<file path="src/rtl/drum_pkg.sv">
// Shared types and constants for the drum voice scheduler and the mixer top.
// Latency: none (package). Backpressure: none.
// Frequency words are the defaults; the mixer top uses the same values.
package drum_pkg;

    typedef enum logic [1:0] {IDLE, APPLY, SETTLE, RUN} sched_state_t;

    localparam int NUM_PADS = 5;
    localparam logic [NUM_PADS-1:0] SELECT_ALL_OFF = 5'b11111;

    localparam logic [15:0] FREQ_1_DEF = 16'd110;
    localparam logic [15:0] FREQ_2_DEF = 16'd147;
    localparam logic [15:0] FREQ_3_DEF = 16'd196;
    localparam logic [15:0] FREQ_4_DEF = 16'd262;
    localparam logic [15:0] FREQ_5_DEF = 16'd330;

    function automatic logic [2:0] count_ones(input logic [NUM_PADS-1:0] v);
        logic [2:0] c;
        c = '0;
        for (int i = 0; i < NUM_PADS; i++) begin
            c = c + {2'b00, v[i]};
        end
        return c;
    endfunction

endpackage

</file>
<file path="src/rtl/drum_voice_scheduler_voice_timer.sv">
// One voice slot: load arms it with the hold time, clear retires it.
// Latency: 1 cycle from load/clear to active. Backpressure: none.
// The timer keeps counting down in every state; expiry only flags, never self-clears.
module voice_timer #(
    parameter int                 TIMER_W  = 24,
    parameter logic [TIMER_W-1:0] HOLD_VAL = '1
) (
    input  logic clk,
    input  logic reset,
    input  logic load,
    input  logic clear,
    output logic active,
    output logic expired
);

    logic [TIMER_W-1:0] timer;

    always_ff @(posedge clk) begin
        if (reset) begin
            timer  <= '0;
            active <= 1'b0;
        end else if (load) begin
            timer  <= HOLD_VAL;
            active <= 1'b1;
        end else begin
            if (clear) begin
                active <= 1'b0;
            end
            if (timer != '0) begin
                timer <= timer - 1'b1;
            end
        end
    end

    assign expired = active && (timer == '0);

endmodule

</file>
<file path="src/rtl/drum_voice_scheduler.sv">
// Turns pad hits into timed voices driving the mixer select vector; VOICE_RETRIGGER_EN reloads active pads.
// Latency: hit -> select change in 3 cycles from IDLE. Backpressure: none; hits queue in pending until APPLY.
// Select only changes in APPLY and is then held for SETTLE_CYCLES so each mixer pass completes.
module drum_voice_scheduler
    import drum_pkg::*;
#(
    parameter int unsigned  HOLD_CYCLES   = 12_500_000,
    parameter int           TIMER_W       = 24,
    parameter int           SETTLE_CYCLES = 8,
    parameter int           MAX_VOICES    = 5,
    parameter logic [15:0]  FREQ_1        = FREQ_1_DEF,
    parameter logic [15:0]  FREQ_2        = FREQ_2_DEF,
    parameter logic [15:0]  FREQ_3        = FREQ_3_DEF,
    parameter logic [15:0]  FREQ_4        = FREQ_4_DEF,
    parameter logic [15:0]  FREQ_5        = FREQ_5_DEF
) (
    input  logic                clk,
    input  logic                reset,
    input  logic [NUM_PADS-1:0] pad_hit,
    output logic [NUM_PADS-1:0] select,
    output logic [15:0]         value_1,
    output logic [15:0]         value_2,
    output logic [15:0]         value_3,
    output logic [15:0]         value_4,
    output logic [15:0]         value_5,
    output logic                solo_valid,
    output logic [15:0]         solo_freq,
    output logic                busy,
    output logic [2:0]          voice_count,
    output logic [7:0]          drop_count
);

    localparam logic [TIMER_W-1:0] HOLD_T      = TIMER_W'(HOLD_CYCLES);
    localparam int                 SETTLE_W    = $clog2(SETTLE_CYCLES);
    localparam logic [SETTLE_W-1:0] SETTLE_LAST = SETTLE_W'(SETTLE_CYCLES - 1);
    localparam logic [2:0]         MAX_V       = 3'(MAX_VOICES);

    if (longint'(HOLD_CYCLES) >= (longint'(1) << TIMER_W)) begin : g_bad_hold
        $error("HOLD_CYCLES does not fit in TIMER_W bits");
    end
    if (SETTLE_CYCLES < 8) begin : g_bad_settle
        $error("SETTLE_CYCLES must cover a full mixer pass (>= 8)");
    end
    if (MAX_VOICES < 1 || MAX_VOICES > NUM_PADS) begin : g_bad_max
        $error("MAX_VOICES must be 1..5");
    end

    sched_state_t          state, state_nxt;
    logic [NUM_PADS-1:0]   pending;
    logic [NUM_PADS-1:0]   active, expired;
    logic [NUM_PADS-1:0]   kept, merged, load_vec;
    logic [2:0]            n_voices, n_drops;
    logic [8:0]            drop_sum;
    logic [SETTLE_W-1:0]   settle_cnt;
    logic [15:0]           solo_pick;
    logic                  is_apply;

    assign is_apply = (state == APPLY);

    for (genvar g = 0; g < NUM_PADS; g++) begin : g_voice
        voice_timer #(
            .TIMER_W  (TIMER_W),
            .HOLD_VAL (HOLD_T)
        ) u_timer (
            .clk     (clk),
            .reset   (reset),
            .load    (load_vec[g] & is_apply),
            .clear   (expired[g] & is_apply),
            .active  (active[g]),
            .expired (expired[g])
        );
    end

    // Expired voices go first so their slots are free for this APPLY's merge.
    always_comb begin
        kept     = active & ~expired;
        merged   = kept;
        load_vec = '0;
        n_drops  = '0;
        n_voices = count_ones(kept);
        for (int i = 0; i < NUM_PADS; i++) begin
            if (pending[i]) begin
                if (!kept[i]) begin
                    if (n_voices < MAX_V) begin
                        merged[i]   = 1'b1;
                        load_vec[i] = 1'b1;
                        n_voices    = n_voices + 3'd1;
                    end else begin
                        n_drops = n_drops + 3'd1;
                    end
                end
`ifdef VOICE_RETRIGGER_EN
                else begin
                    load_vec[i] = 1'b1;
                end
`endif
            end
        end
    end

    assign drop_sum = {1'b0, drop_count} + {6'b0, n_drops};

    always_comb begin
        state_nxt = state;
        case (state)
            IDLE:    if (pending != '0) state_nxt = APPLY;
            APPLY:   state_nxt = SETTLE;
            SETTLE:  if (settle_cnt == SETTLE_LAST) state_nxt = RUN;
            RUN: begin
                if (pending != '0 || expired != '0) begin
                    state_nxt = APPLY;
                end else if (active == '0) begin
                    state_nxt = IDLE;
                end
            end
            default: state_nxt = IDLE;
        endcase
    end

    always_comb begin
        solo_pick = '0;
        if (active[0]) solo_pick = solo_pick | FREQ_1;
        if (active[1]) solo_pick = solo_pick | FREQ_2;
        if (active[2]) solo_pick = solo_pick | FREQ_3;
        if (active[3]) solo_pick = solo_pick | FREQ_4;
        if (active[4]) solo_pick = solo_pick | FREQ_5;
    end

    always_ff @(posedge clk) begin
        if (reset) begin
            state      <= IDLE;
            pending    <= '0;
            select     <= SELECT_ALL_OFF;
            settle_cnt <= '0;
            drop_count <= '0;
            solo_valid <= 1'b0;
            solo_freq  <= '0;
        end else begin
            state <= state_nxt;
            if (is_apply) begin
                // A hit landing on the APPLY cycle survives the pending clear.
                pending    <= pad_hit;
                select     <= ~merged;
                settle_cnt <= '0;
                drop_count <= drop_sum[8] ? 8'hFF : drop_sum[7:0];
            end else begin
                pending <= pending | pad_hit;
                if (state == SETTLE) begin
                    settle_cnt <= settle_cnt + 1'b1;
                end
            end
            solo_valid <= (state == RUN) && (voice_count == 3'd1);
            solo_freq  <= ((state == RUN) && (voice_count == 3'd1)) ? solo_pick : 16'd0;
        end
    end

    assign voice_count = count_ones(active);
    assign busy        = (state != IDLE);
    assign value_1     = FREQ_1;
    assign value_2     = FREQ_2;
    assign value_3     = FREQ_3;
    assign value_4     = FREQ_4;
    assign value_5     = FREQ_5;

endmodule

</file>
<file path="config.mk">
export PLATFORM = sky130hd
export DESIGN_NAME = drum_voice_scheduler
export DESIGN_NICKNAME = d
export VERILOG_FILES = /design/src/rtl/drum_pkg.sv /design/src/rtl/drum_voice_scheduler_voice_timer.sv /design/src/rtl/drum_voice_scheduler.sv
export SDC_FILE = /design/constraint.sdc
export NUM_CORES = 1
export LEC_CHECK = 0
export CORE_MARGIN = 2
export CORE_UTILIZATION = 60
export CTS_CLUSTER_SIZE = 10
export DETAILED_ROUTE_END_ITERATION = 8
export PLACE_DENSITY = 0.86
export SYNTH_ARGS = -nofsm -noshare
export SYNTH_HDL_FRONTEND = slang
export SYNTH_SLANG_ARGS = --single-unit
</file>
<file path="constraint.sdc">
create_clock -name clk -period 25.1 [get_ports clk]
set_input_delay 5.02 -clock clk [delete_from_list [all_inputs] [get_ports clk]]
set_output_delay 5.02 -clock clk [all_outputs]
set_load 0.05 [all_outputs]
</file>
==> results.md <==
- Largest net degree at the start of global routing: 55
- Gpl congestion: 0.906
- Share of cells above drive strength 1: 5.10%
- Fin Clk Skew: 9.29 ps
- Final min period: 9550 ps
- Total Routing Usage GR: 23.1%
- Crit share post-route: 38.0%
- Placeable Area: 0.0140 sq mm
- Reg2reg setup slack: 15550 ps
- Crit-path max FO: 11
- N_diodes: 0
- DR vias: 7086
- Setup TNS: 0 ps
- Post-Synthesis Cells: 1029
- Worst Max-Slew Pin Slew: 975 ps
- ANT nets after route: 0
- Worst Hold Class: reg -> reg
- Die Height: 124 microns
- Clock slew at reported path FFs: 60 ps
- Fmax: 105 MHz
- Fin. Hold Viols: 0
- Total grt overflow: 0
- Unrepaired setup endpoints after global routing: false
- 1st-iter DRT viols: 701
- CTS H-Tree Depth: 4
- Worst hold slack: 465 ps
- Count of input and output buffers: 33
- Most used DFF post-synth: dfxtp_1
- Fill cells: 1092
- Count of different cell masters after synthesis: 72
- Crit Path Class: reg -> reg
- Number of synthesized flops with an enable pin: 0
- Post-CTS Setup Repair Bufs: 0
- Area Overhead vs Synth: 8.04%
- Syn_area_per_cell: 8.43 sq um
- Drt total wl: 18.1 mm
- Register area share after synthesis: 36.2%
- CP arrival: 9840 ps
- CP Data Required Time: 25390 ps
- Routed WL per cell: 14.6 microns
- Critical path's slowest cell: o31ai_2
- Synth Cell Area: 0.00867 sq mm
- Max stage delay on crit path: 630 ps
- Max Buffers Root-to-Sink: 2
- IR drop worst, VDD: 0.0728 mV
- Placed insts: 1206
- Critical Path Start Type: flip-flop
- Die ar.: 0.0154 sq mm
- Static Leak: 3.82 nW
- Status: finished, final reports clean
- Flops & latches, synth: 157
- Fin cells: 1238
- Placed cell areas: 0.00876 sq mm
- FP Rows: 43
- Worst Setup End Kind: flip-flop
- Drc violations: 0
- Yosys warning count: 0
- Asr flop ratio synth: 0%
- Antenna violations before repair: 0
- CTS hold repair buffers: 0
- Power per cell area: 148 mW/mm^2
- Clock Sinks: 157
- Die W: 124 microns
- Post-cts sizing count: 0
- Max-slew violation count: 0
- Clock root cell: clkbuf_16
- Max_slew headroom: 34.4%
- I/O pin total: 121
- Routed vias/inst: 5.72
- NumNets Final: 1088
- DR pass1 iterations: 5
- Initial Util: 62.0%
- First-pass GRT wire length: 30.1 mm
- Max-cap violations: 0
- CTS tree: yes
- Final Setup Violations: 0
- Num CTS Buffers: 17
- DP Wirelength: 12.4 mm
- Vias in the first global route: 6578
- Worst-Skew Late Latency: 430 ps
- Non-Filler Cell Area, Final: 0.00937 sq mm
## metal layers
metal  track usage (%)  vias up  part of all wire (%)
li1                  -     3432                     -
met2              38.8      247                    48
met3              6.33       44                   6.0
met5                 0        -                     0
met4              9.25        0                   2.3
met1              28.1     3363                    43
## per-stage QoR
stage / setup slack, ps / util, % / total power (W)
after detailed placement: 15780 / 62.6 / 0.00111
after CTS: 15710 / 67.0 / 0.00138
after global placement: 16130 / 62.6 / 0.00109
after floorplan: 16610 / - / 0.000995
after global routing: 14750 / 67.0 / 0.00149
final: 15550 / 67.0 / 0.00139
## layout by cell type, fill, tap and decap left out, drive strengths merged, types with 6 or more instances in the layout
master / netlist / routed
dfxtp: 157 / 157
nor2: 119 / 119
a21oi: 90 / 90
conb: 2 / 87
xnor2: 74 / 74
nand2: 62 / 62
nor3: 43 / 43
inv: 39 / 39
xor2: 34 / 34
clkdlybuf4s50: 0 / 32
ha: 30 / 30
nor4: 27 / 27
nand3: 27 / 27
clkbuf: 31 / 24
o21ai: 20 / 20
or4: 20 / 20
nand2b: 14 / 14
or3: 13 / 13
a31oi: 11 / 11
and2: 10 / 10
nor2b: 10 / 10
o31ai: 8 / 8
nand4: 7 / 7
a211oi: 7 / 7
o211ai: 7 / 7
mux2i: 6 / 6
fa: 6 / 6
## critical path: cells and delay by family, from the launching register on
kind                       cells  cell delay, ps
AOI/OAI and AO/OA              9            2810
xor gates and xnor gates       2             340
muxes                          1             340
adders and majority gates      6            2250
and+or+nand+nor               14            3060
buffers and inverters          3             280
DFF                            1             340
## Yosys cell counts, types with 14 or more instances
library cell	n	area, sq um
buf_4	88	661
nor3_1	42	210
dfxtp_1	157	3140
nor2_1	119	447
or4_1	17	128
inv_1	38	143
a21oi_1	90	450
nand2b_1	14	87.6
nand2_1	62	233
ha_1	30	375
nand3_1	27	135
xor2_1	34	298
clkbuf_1	31	116
xnor2_1	74	648
nor4_1	27	169
o21ai_0	20	100
## kinds of logic after synthesis
family,Yosys count,synth area share [%]
and+or+nand+nor,379,22.1
AOI/OAI and AO/OA,175,12.9
buffers and inverters,163,10.9
DFF,157,36.2
xor gates and xnor gates,108,10.9
adders and majority gates,36,5.71
muxes,9,1.13
other,2,0.0866
## state kept, by name, indices dropped and copies added, names as in the netlist
name	flops
g_voice.u_timer.timer	120
settle_cnt	3
state	2
drop_count	8
solo_valid	1
solo_freq	8
g_voice.u_timer.active	5
pending	5
select	5
## where the power goes
part | internal (W) | leakage (nW) | total [W] | switching [W]
Combinational | 0.000271 | 2.24 | 0.000688 | 0.000417
Sequential | 0.000345 | 1.29 | 0.000439 | 0.0000934
Clock | 0.000160 | 0.293 | 0.000260 | 0.000100
Total | 0.000777 | 3.82 | 0.00139 | 0.000611
## final timing paths
path | startpoint | to | cells past startpoint
worst max-delay path | g_voice[0].u_timer.timer[10] | drop_count[6] | 35
worst min register to register | g_voice[0].u_timer.timer[0] | g_voice[0].u_timer.timer[0] | 2
worst min-delay path | g_voice[0].u_timer.timer[0] | g_voice[0].u_timer.timer[0] | 2
worst max register to register | g_voice[0].u_timer.timer[10] | drop_count[6] | 35
## final cells by class
class	instances	area, sq um	share of cell area [%]
clock inverters	8	106	1.13
inverters	40	150	1.60
well taps	180	225	2.40
repair buffers	35	340	3.63
multi-input cells	794	4900	52.3
flip-flops and latches	157	3140	33.5
clock buffers	24	502	5.35
(Power assumes the default switching activity.)
==> edit: new RTL, same flow settings <==
Put one more register stage on the output `drop_count`, with the module's reset. The value now appears one clock later. The other outputs are not delayed to match.
--- a/src/rtl/drum_voice_scheduler.sv
+++ b/src/rtl/drum_voice_scheduler.sv
@@ -34,6 +34,8 @@
     localparam int                 SETTLE_W    = $clog2(SETTLE_CYCLES);
     localparam logic [SETTLE_W-1:0] SETTLE_LAST = SETTLE_W'(SETTLE_CYCLES - 1);
     localparam logic [2:0]         MAX_V       = 3'(MAX_VOICES);
+
+    logic [7:0] drop_count_s0;
 
     if (longint'(HOLD_CYCLES) >= (longint'(1) << TIMER_W)) begin : g_bad_hold
         $error("HOLD_CYCLES does not fit in TIMER_W bits");
@@ -98,7 +100,7 @@
         end
     end
 
-    assign drop_sum = {1'b0, drop_count} + {6'b0, n_drops};
+    assign drop_sum = {1'b0, drop_count_s0} + {6'b0, n_drops};
 
     always_comb begin
         state_nxt = state;
@@ -132,7 +134,7 @@
             pending    <= '0;
             select     <= SELECT_ALL_OFF;
             settle_cnt <= '0;
-            drop_count <= '0;
+            drop_count_s0 <= '0;
             solo_valid <= 1'b0;
             solo_freq  <= '0;
         end else begin
@@ -142,7 +144,7 @@
                 pending    <= pad_hit;
                 select     <= ~merged;
                 settle_cnt <= '0;
-                drop_count <= drop_sum[8] ? 8'hFF : drop_sum[7:0];
+                drop_count_s0 <= drop_sum[8] ? 8'hFF : drop_sum[7:0];
             end else begin
                 pending <= pending | pad_hit;
                 if (state == SETTLE) begin
@@ -162,5 +164,13 @@
     assign value_4     = FREQ_4;
     assign value_5     = FREQ_5;
 
+    always_ff @(posedge clk) begin
+        if (reset) begin
+            drop_count <= '0;
+        end else begin
+            drop_count <= drop_count_s0;
+        end
+    end
+
 endmodule
 
Function: no difference found for any inputs over 10 cycles, from zero or initial values and one cycle with reset high; that may be too few to reach the edited logic, so the function may still have changed.
==> edit against the unedited design <==
- via count down 0.28%
- first-iteration DRC count down 13%
- combinational power up 3%
- maximum frequency up 3.0%
- routed wire length up 0.30%
- area after synthesis up 3.8%
- sequential cell count up 8
- cell count up 0.48%
- final area up 2.9%
- worst setup slack better by 0.28 ns
- power up 0.71%
- largest cell class unchanged
==> edit: results (changes against the unedited design) <==
Status -> completed (unchanged)
Largest net degree at the start of global routing -> 73 (was 55)
Post-route clock skew -> 0.00975 ns (was 0.00929 ns)
Count of yosys warnings during synthesis -> 0 (unchanged)
Crit Path Max Fanout -> 12 (was 11)
Post-synth ARST share -> 0 (unchanged)
Max Buffers Root-to-Sink -> 2 (unchanged)
Total GRT Usage -> 0.229 (was 0.231)
Layout cells sized above 1 -> 0.0783 (was 0.0510)
CP peak stage delay -> 0.73 ns (was 0.63 ns)
CP Data Arrival Time -> 9.55 ns (was 9.84 ns)
CTS Root Cell -> clkbuf_16 (unchanged)
First-pass GRT wire length -> 30.3 mm (was 30.1 mm)
Reg clk slew, reported paths -> 0.06 ns (about the same)
DP Worst Slack -> 16.03 ns (was 15.78 ns)
IO Port Bufs -> 33 (unchanged)
# fillers -> 1183 (was 1092)
# nets final -> 1090 (was 1088)
Routed wire per std cell -> 14.6 um (about the same)
P_leak -> 3.85 nW (was 3.82 nW)
H-tree Lvls -> 4 (unchanged)
Slew headroom -> 0.245 (was 0.344)
Final Wtd Congestion -> 0.980 (was 0.906)
Top area cells in the synthesized netlist -> dfxtp_1, buf_4, xnor2_1 (unchanged)
1st-pass router iterations -> 5 (unchanged)
Largest register FFs -> 120 (unchanged)
DRT iter0 DRCs -> 611 (was 701)
Initial antenna violation count -> 0 (unchanged)
Hold Crit Class -> flip-flop to flip-flop (unchanged)
Num CTS Buffers -> 17 (unchanged)
Critical-path top delay cell -> or4b_1 (was o31ai_2)
Via density -> 5.68 (was 5.72)
Fmax -> 108 MHz (was 105 MHz)
Post-DP HPWL -> 12.4 mm (about the same)
Synth cell types -> 78 (was 72)
Clk_lat worst skew -> 0.43 ns (about the same)
Postcts setup bufs -> 0 (unchanged)
P_sw -> 0.627 mW (was 0.611 mW)
Gates resized, CTS repair -> 0 (unchanged)
DP Area -> 9070 um2 (was 8760 um2)
Register area share after synthesis -> 0.367 (was 0.362)
Biggest register -> g_voice.u_timer.timer (unchanged)
Vias in the first global route -> 6445 (was 6578)
Commonest cells in the netlist -> dfxtp_1, nor2_1, buf_4, a21oi_1, xnor2_1 (was dfxtp_1, nor2_1, a21oi_1, buf_4, xnor2_1)
Worst vdd ir -> 0.0798 mV (was 0.0728 mV)
N_diodes -> 0 (unchanged)
Main synth FF type -> dfxtp_1 (unchanged)
==> edit: cell types whose count changed in the layout (fill, tap and decap cells not counted), moves of 5 or more <==
cell | unedited run | this run
o21ai_0 | 20 | 14
a21oi_1 | 90 | 77
nor2_1 | 119 | 108
o211ai_1 | 7 | 1
xnor2_1 | 74 | 69
nand3_1 | 27 | 32
a21oi_2 | 0 | 11
or2_1 | 0 | 5
dfxtp_1 | 157 | 165
or2_2 | 3 | 10
==> edit: per-layer routing <==
layer	share of wire	routed length [um]	vias up	track usage
li1	-	-	3470	-
met1	0.45	8220	3337	0.300
met2	0.48	8680	229	0.375
met3	0.053	964	30	0.0489
met4	0.017	314	0	0.0821
met5	0	0	-	0
==> edit: power by group through the flow <==
stage / Clock [mW] / Sequential [mW] / Combinational (mW)
after floorplan: 0 / 0.437 / 0.574
after global placement: 0 / 0.438 / 0.673
after detailed placement: 0 / 0.442 / 0.690
after CTS: 0.253 / 0.438 / 0.700
after global routing: 0.264 / 0.453 / 0.782
final: 0.251 / 0.441 / 0.706
==> edit: critical path: cells and delay by family, from the launching register on <==
family	cells	cell delay, ns
and+or+nand+nor	14	3.78
AOI/OAI and AO/OA	9	2.06
adders and majority gates	6	2.05
muxes	2	0.72
DFF	1	0.35
buffers and inverters	2	0.17
==> edit: per-stage QoR <==
step	cells	utilization	hold slack (ns)
final	1244	0.661	0.470
after global routing	1244	0.661	0.499
after CTS	1244	0.661	0.467
after detailed placement	1212	0.622	0.457
after global placement	1212	0.622	0.452
after floorplan	1119	-	0.442
==> edit: area by class of cell <==
class	instances	share of cell area
Inverter	36	0.0140
Sequential cell	165	0.343
Multi-Input combinational cell	792	0.525
Clock buffer	19	0.0460
Clock inverter	13	0.0127
Timing Repair Buffer	35	0.0356
Tap cell	184	0.0239
==> edit: path summary, 6_finish.rpt <==
path,depth (start not counted),end,from
max,33,drop_count_s0[0]$_SDFFE_PP0P_,g_voice[3].u_timer.timer[12]$_SDFFE_PP0P_
min,2,g_voice[3].u_timer.timer[7]$_SDFFE_PP0P_,g_voice[3].u_timer.timer[7]$_SDFFE_PP0P_
max reg2reg,33,drop_count_s0[0]$_SDFFE_PP0P_,g_voice[3].u_timer.timer[12]$_SDFFE_PP0P_
min reg2reg,2,g_voice[3].u_timer.timer[7]$_SDFFE_PP0P_,g_voice[3].u_timer.timer[7]$_SDFFE_PP0P_
==> edit: cell families (layout without fill, tap and decap cells) <==
logic type                 after synthesis  after routing  synth area share
AOI/OAI and AO/OA                      179            179             0.136
xor gates and xnor gates               101            101            0.0982
adders and majority gates               36             36            0.0550
buffers and inverters                  162            103             0.107
DFF                                    165            165             0.367
muxes                                    9              9            0.0107
other                                    2             87          0.000834
and+or+nand+nor                        380            380             0.226
